**config.mk**
```make
export PLATFORM = sky130hd
export DESIGN_NAME = fp_min_pipe
export DESIGN_NICKNAME = d
export VERILOG_FILES = /design/src/rtl/fp_min_pkg.sv /design/src/rtl/fp_min_class.sv /design/src/rtl/zero_mant_chk.sv /design/src/rtl/fp_min_pipe.sv
export SDC_FILE = /design/constraint.sdc
export NUM_CORES = 1
export LEC_CHECK = 0
export CAP_MARGIN = 5
export CORE_MARGIN = 5
export CORE_UTILIZATION = 51
export DETAILED_ROUTE_END_ITERATION = 10
export HOLD_SLACK_MARGIN = 0.02
export PLACE_DENSITY = 0.89
export SETUP_SLACK_MARGIN = 0.5
export SYNTH_ARGS = -nofsm -noshare
export SYNTH_HDL_FRONTEND = slang
export SYNTH_SLANG_ARGS = --single-unit
```
**constraint.sdc**
```tcl
create_clock -name clk -period 5.6 [get_ports clk]
set_clock_uncertainty 0.15 [all_clocks]
set_input_delay 1.68 -clock clk [delete_from_list [all_inputs] [get_ports clk]]
set_output_delay 1.68 -clock clk [all_outputs]
set_load 0.1 [all_outputs]
```
**src/rtl/fp_min_pkg.sv**
```systemverilog
// Shared types and helpers for the pipelined IEEE-754 minimumNumber datapath.
package fp_min_pkg;

    localparam int MAX_FP_W = 64;

    typedef struct packed {
        logic zero;
        logic inf;
        logic qnan;
        logic snan;
    } fp_class_t;

    // Canonical qNaN: sign 0, exponent all-ones, mantissa MSB set, rest 0.
    function automatic logic [MAX_FP_W-1:0] canon_qnan(input int expo_w, input int mant_w);
        logic [MAX_FP_W-1:0] q;
        q = '0;
        for (int i = 0; i < MAX_FP_W; i++) begin
            if (i >= mant_w - 1 && i < mant_w + expo_w) q[i] = 1'b1;
        end
        return q;
    endfunction

    function automatic logic mag_lt(input logic [MAX_FP_W-1:0] a, input logic [MAX_FP_W-1:0] b);
        return a < b;
    endfunction

endpackage

```
**src/rtl/fp_min_class.sv**
```systemverilog
// Combinational operand classifier: zero / inf / qNaN / sNaN.
module fp_class
    import fp_min_pkg::*;
#(
    parameter int SIGN_W = 1,
    parameter int EXPO_W = 8,
    parameter int MANT_W = 23
) (
    input  logic [SIGN_W-1:0] sign,
    input  logic [EXPO_W-1:0] expo,
    input  logic [MANT_W-1:0] mant,
    output fp_class_t         cls
);

    logic mant_zero;
    logic expo_ones;
    logic expo_zero;
    logic unused_sign;

    zero_mant_chk #(.MANT_W(MANT_W)) u_zero_mant_chk (
        .mant    (mant),
        .is_zero (mant_zero)
    );

    assign expo_ones   = &expo;
    assign expo_zero   = ~|expo;
    // Classes are sign-independent; the sign only matters at selection time.
    assign unused_sign = ^sign;

    // NOTE: every field gets a value on every path, so no latch is inferred.
    always_comb begin
        cls      = '0;
        cls.zero = expo_zero & mant_zero;
        cls.inf  = expo_ones & mant_zero;
        cls.qnan = expo_ones & ~mant_zero & mant[MANT_W-1];
        cls.snan = expo_ones & ~mant_zero & ~mant[MANT_W-1];
    end

endmodule

```
**src/rtl/zero_mant_chk.sv**
```systemverilog
// Mantissa-is-zero detector shared by the operand classifiers.
module zero_mant_chk #(
    parameter int MANT_W = 23
) (
    input  logic [MANT_W-1:0] mant,
    output logic              is_zero
);

    assign is_zero = ~|mant;

endmodule

```
**src/rtl/fp_min_pipe.sv**
```systemverilog
// Two-stage minimumNumber pipeline with valid/ready handshakes on both sides.
module fp_min_pipe
    import fp_min_pkg::*;
#(
    parameter  int SIGN_W = 1,
    parameter  int EXPO_W = 8,
    parameter  int MANT_W = 23,
    localparam int FP_W   = SIGN_W + EXPO_W + MANT_W
) (
    input  logic            clk,
    input  logic            rst,
    input  logic            in_vld,
    output logic            in_rdy,
    input  logic [FP_W-1:0] in_a,
    input  logic [FP_W-1:0] in_b,
    output logic            out_vld,
    input  logic            out_rdy,
    output logic [FP_W-1:0] out_res,
    output logic            out_nv
);

    localparam int                  EM_W      = EXPO_W + MANT_W;
    localparam logic [MAX_FP_W-1:0] QNAN_WIDE = canon_qnan(EXPO_W, MANT_W);
    localparam logic [FP_W-1:0]     QNAN      = QNAN_WIDE[FP_W-1:0];

    fp_class_t       cls_a, cls_b;
    logic            s1_vld;
    logic [FP_W-1:0] s1_a, s1_b;
    fp_class_t       s1_ca, s1_cb;
    logic            s1_en, s2_en;

    logic                a_nan, b_nan, a_neg, b_neg;
    logic [MAX_FP_W-1:0] a_mag, b_mag;
    logic [FP_W-1:0]     sel_res;
    logic                unused_cls;

    fp_class #(.SIGN_W(SIGN_W), .EXPO_W(EXPO_W), .MANT_W(MANT_W)) u_cls_a (
        .sign (in_a[FP_W-1 -: SIGN_W]),
        .expo (in_a[MANT_W +: EXPO_W]),
        .mant (in_a[MANT_W-1:0]),
        .cls  (cls_a)
    );

    fp_class #(.SIGN_W(SIGN_W), .EXPO_W(EXPO_W), .MANT_W(MANT_W)) u_cls_b (
        .sign (in_b[FP_W-1 -: SIGN_W]),
        .expo (in_b[MANT_W +: EXPO_W]),
        .mant (in_b[MANT_W-1:0]),
        .cls  (cls_b)
    );

    assign s2_en  = ~out_vld | out_rdy;
    assign s1_en  = ~s1_vld | s2_en;
    assign in_rdy = s1_en;

    // Zero/inf are carried with the operands but the selection only needs the NaN split.
    assign unused_cls = ^{s1_ca.zero, s1_ca.inf, s1_cb.zero, s1_cb.inf};

    always_comb begin
        a_nan          = s1_ca.qnan | s1_ca.snan;
        b_nan          = s1_cb.qnan | s1_cb.snan;
        a_neg          = s1_a[FP_W-1];
        b_neg          = s1_b[FP_W-1];
        a_mag          = '0;
        b_mag          = '0;
        a_mag[EM_W-1:0] = s1_a[EM_W-1:0];
        b_mag[EM_W-1:0] = s1_b[EM_W-1:0];
        sel_res        = s1_a;
        if (a_nan && b_nan)   sel_res = QNAN;
        else if (a_nan)       sel_res = s1_b;
        else if (b_nan)       sel_res = s1_a;
        else if (a_neg != b_neg) sel_res = a_neg ? s1_a : s1_b;
        else if (!a_neg)      sel_res = mag_lt(b_mag, a_mag) ? s1_b : s1_a;
        else                  sel_res = mag_lt(a_mag, b_mag) ? s1_b : s1_a;
    end

    // NOTE: state is updated with non-blocking assignments so both stages see pre-edge values.
    always_ff @(posedge clk or posedge rst) begin
        if (rst) begin
            // NOTE: S1 data is cleared too so nothing stale is visible after reset.
            s1_vld  <= 1'b0;
            s1_a    <= '0;
            s1_b    <= '0;
            s1_ca   <= '0;
            s1_cb   <= '0;
            out_vld <= 1'b0;
            out_res <= '0;
            out_nv  <= 1'b0;
        end else begin
            if (s1_en) begin
                s1_vld <= in_vld;
                if (in_vld) begin
                    s1_a  <= in_a;
                    s1_b  <= in_b;
                    s1_ca <= cls_a;
                    s1_cb <= cls_b;
                end
            end
            if (s2_en) begin
                out_vld <= s1_vld;
                if (s1_vld) begin
                    out_res <= sel_res;
                    out_nv  <= s1_ca.snan | s1_cb.snan;
                end
            end
        end
    end

endmodule

```
# Yosys cells after proc, flatten, opt, wreduce, memory -nomap -nowiden
# Cells that the tools add are included.
# W data, S select, Z words.
[word_totals] ff_bits=103 out_inout_bits=35 in_bits=68 elab_cells=43
[op_classes] bitwise_logic=15 order_cmp=2 mux=8 eq_ne=1 n_reduce_logical=7
[op_table] cell="$mux W32" n=8
[op_table] cell="$lt A31 B31 Y1" n=2
[op_table] cell="$reduce_or A23 Y1" n=2
[op_table] cell="$reduce_and A8 Y1" n=2
[op_table] cell="$and A1 B1 Y1" n=6
[op_table] cell="$or A1 B1 Y1" n=5
[op_table] cell="$not A1 Y1" n=4
[op_table] cell="$reduce_and A2 Y1" n=2
[op_table] cell="$logic_and A1 B1 Y1" n=1
[op_table] cell="$ne A1 B1 Y1" n=1

# Logic depth before layout (Yosys ltp)
[logic_depth] depth_word=7 depth_mapped=10 ltp_nobuf=9

# Cells and area by module
# From an unflattened synthesis, not the netlist that was laid out.
[unflattened] hier_cells=481 area_unflattened_um2=5231.3
[modules_own_cells] module="fp_min_pipe" seq_area_each_um2=2577.5 instances=1 area_per_inst_um2=4986.0 cells_per_inst=443
[modules_own_cells] module="fp_class" seq_area_each_um2=0.0 instances=2 area_per_inst_um2=66.3 cells_per_inst=10
[modules_own_cells] module="zero_mant_chk" seq_area_each_um2=0.0 instances=2 area_per_inst_um2=56.3 cells_per_inst=9

# Worst setup path after synthesis
# No wires, ideal clock.
[synth_timing] path_type="input to output" startpoint="input port out_rdy" endpoint="output port in_rdy" n_path_buf=0 setup_slack_ps=1253 arrival_time_ps=2517 t_required_ps=3770 cell_stages=1 path_cell_list="nand3b_1"
[synth_between] elab_chain_cells=2
[synth_rtl] item="start: declaration" line="fp_min_pipe.sv:17" rtl="input logic out_rdy,"
[synth_rtl] item="$or A1 B1 Y1" line="fp_min_pipe.sv:51" rtl="assign s2_en = ~out_vld | out_rdy;"
[synth_rtl] item="$or A1 B1 Y1" line="fp_min_pipe.sv:52" rtl="assign s1_en = ~s1_vld | s2_en;"
[synth_rtl] item="end: declaration" line="fp_min_pipe.sv:13" rtl="output logic in_rdy,"
# No other way between the ends.

# Final worst setup path
# Same ends and word-level chain as after synthesis.

==> metrics.yaml <==
status: "finished clean"
clk_latency_ps: 370
dp.final_hpwl_um: 9835
p_sw_mw: 1.298
post_cts_resized: 0
cp-end-kind: "output pin"
powerDensity_nw_per_um2: 441.5
grt_start_max_net_pins: 47
fin_crit_ps: 4480
setup_viol: 0
cts_root_buf: "clkbuf_8"
synth_top_area_share_pct: 51.73
io_pins: 103
cts_made_buffers: 9
die_x_um: 108.8
first_iter_violations: 361
cts-hold-fix-buffers: 0
die-height_um: 108.8
grt_pass1_vias: 4501
worstSetupStartpoint: "out_rdy"
antenna_cells: 0
dieArea_um2: 11850
nNetsFinal: 719
place_congestion: 0.8944
place_area_um2: 6107
min_path_type: "reg -> reg"
htree_levels: 3
rsz0062_at_grt: "no"
worst_ir_drop_vdd_v: 0.0003108
cts_tree: "done"
stdcell_count: 756
multi_input_area_um2: 2132
path_clk_slew_ps: 80
cts_buffer_depth: 2
syn_avg_cell_area_um2: 9.526
core-area_um2: 9639
internal-power_mw: 1.486
vias_per_cell: 5.716
synth_top_cell_by_area: "dfrtp_1"
timing.rr.start: "s1_b[14]"
wirelength_um: 13420
fin_util_pct: 65.41
synth_seq_cells: 103
ys_seq_area_share_pct: 51.73
grt_use_total_pct: 23.97
critPathKind: "in -> out"
worstPathMaxFanout: 4
grt_overflow: 0
drtAntennaViolNets: 0
cts.sinks: 103
slew_viol_final: 0
drt-wirelength-per-cell_um: 17.76
whs_ps: 333.4
p_seq_share_pct: 35.6
timing.slew.headroom_pct: 26.56
cts_setup_buffers: 0
clock_power_share_pct: 17.0
drcViolationCount: 0
vias: 4321
regArea_um2: 2577
drtPass1Iterations: 5
initial_core_util_pct: 51.69
period_share_pct: 80.01
cap_violations: 0
yosys_warnings: 0
fmax_mhz: 223.2
worstPathArrival_ps: 2650
antenna_found_initial: 0
setup-tns-final_ps: 0
startpoint_type: "input port"
syn-num-nets: 623
required_ps: 3770
drive_gt1_share_pct: 5.618
synth.distinct_cells: 34
grt_pass1_wl_um: 22210
synth_area_um2: 4982
netlist_top_cells_area: "dfrtp_1, nand2_1, ha_1, o21ai_0, inv_1"
port_buffers: 102
pwr-share-comb_pct: 47.3
post-place-cells: 741
area_growth_pct: 26.54
p_leak_nw: 2.902
fp-row-count: 36
min-delay-start: "out_nv"
p_sw_share_pct: 46.62
hold_violations: 0
worstMarginPinSlew_ps: 1099
nFillCells: 790
syn_inst: 523
final_cell_area_um2: 6305
==> cell usage in the layout, fill, tap and decap left out, types with 2 or more instances in the layout <==
cell / n
nor2_1: 20
nand4_1: 9
a221o_1: 13
inv_1: 43
dfrtp_1: 103
buf_4: 7
clkbuf_8: 11
o31ai_1: 3
a21oi_1: 12
nand3b_1: 2
nor4_1: 11
o21ai_0: 53
o31a_1: 3
and2_1: 23
nor3_1: 3
clkdlybuf4s50_1: 101
ha_1: 32
nand2b_1: 3
a221oi_1: 10
a211oi_1: 2
and4_1: 2
a221o_2: 9
a21o_1: 2
nand2_1: 128
nand3_1: 3
==> synth_stat cells <==
cell and count:
nand4_1 9, a22oi_1 1, a221o_1 13, buf_1 1
buf_6 3, a221o_2 9, a211oi_1 2, nor4_1 11
o31ai_1 3, a311oi_4 1, nor4_2 1, dfrtp_1 103
a21o_1 2, a41o_1 1, nand2_1 128, clkbuf_1 16
o21ai_0 53, a211o_1 1, buf_2 3, inv_1 44
nor2_1 20, nand3_1 3, o31a_1 3, nor3_1 3
nand4b_1 1, ha_1 32, a21oi_1 13, and4_1 2
nand3b_1 2, nand2b_1 3, o21a_1 1, o21ai_1 1
and2_1 24, a221oi_1 10
==> power groups by stage <==
| stage | sequential, mW | clock (mW) | combinational, mW |
|---|---|---|---|
| after global routing | 1.01 | 0.509 | 1.39 |
| after global placement | 0.996 | 0 | 1.29 |
| after CTS | 0.989 | 0.482 | 1.32 |
| final | 0.992 | 0.474 | 1.32 |
| after detailed placement | 1.00 | 0 | 1.31 |
| after floorplan | 1.60 | 0 | 0.350 |
==> cell families (layout without fill, tap and decap cells) <==
group / Yosys count / count (layout) / share of synthesized area [%]
AND/OR/NAND/NOR: 207 / 207 / 18.73
AO/OA/AOI/OAI: 114 / 114 / 15.92
flip-flops: 103 / 103 / 51.73
buffers and inverters: 67 / 167 / 5.575
adder cells (fa/ha/maj): 32 / 32 / 8.036
==> layer usage <==
metal	track usage, %	part of all wire, %	up-vias
met5	0	0	-
met4	7.214	2.3	0
met3	4.737	7.4	30
met2	39.98	48	211
met1	31.80	42	2087
li1	-	-	1993
==> flip-flops by register name, indices dropped and copies added (netlist names) <==
register and cells:
out_nv 1, out_res 32, out_vld 1, s1_a 32
s1_b 32, s1_ca 2, s1_cb 2, s1_vld 1
==> through the flow <==
stage          power (mW)  setup slack (ps)
4_1_cts             2.793              1134
2_1_floorplan       1.952              1066
3_3_place_gp        2.282              1169
6_report            2.783              1120
5_1_grt             2.905              1110
3_5_place_dp        2.314              1135
==> critical path, cell delays in order <==
cell             delay, ps
clkdlybuf4s50_1        470
nand3b_1               180
buf_4                  320
==> area by class of cell <==
cell class                 count  area share (%)
timing repair buffer         108           16.87
sequential                   103           40.88
tap                          133           2.639
multi-input combinational    353           33.82
clock inverter                 3          0.6747
inverter                      44           2.659
clock buffer                  12           2.461
==> path summary, 6_finish.rpt <==
check / to / slack, ps / depth (start not counted)
hold / removal: out_nv / 330 / 2
setup reg to reg: out_res[19] / 2180 / 10
min in group asynchronous: out_res[21] / 1560 / 2
max in group asynchronous: out_res[2] / 2850 / 3
setup / recovery: in_rdy / 1120 / 3
hold reg to reg: out_nv / 330 / 2
Note: power is estimated with default switching activity, not from simulation.
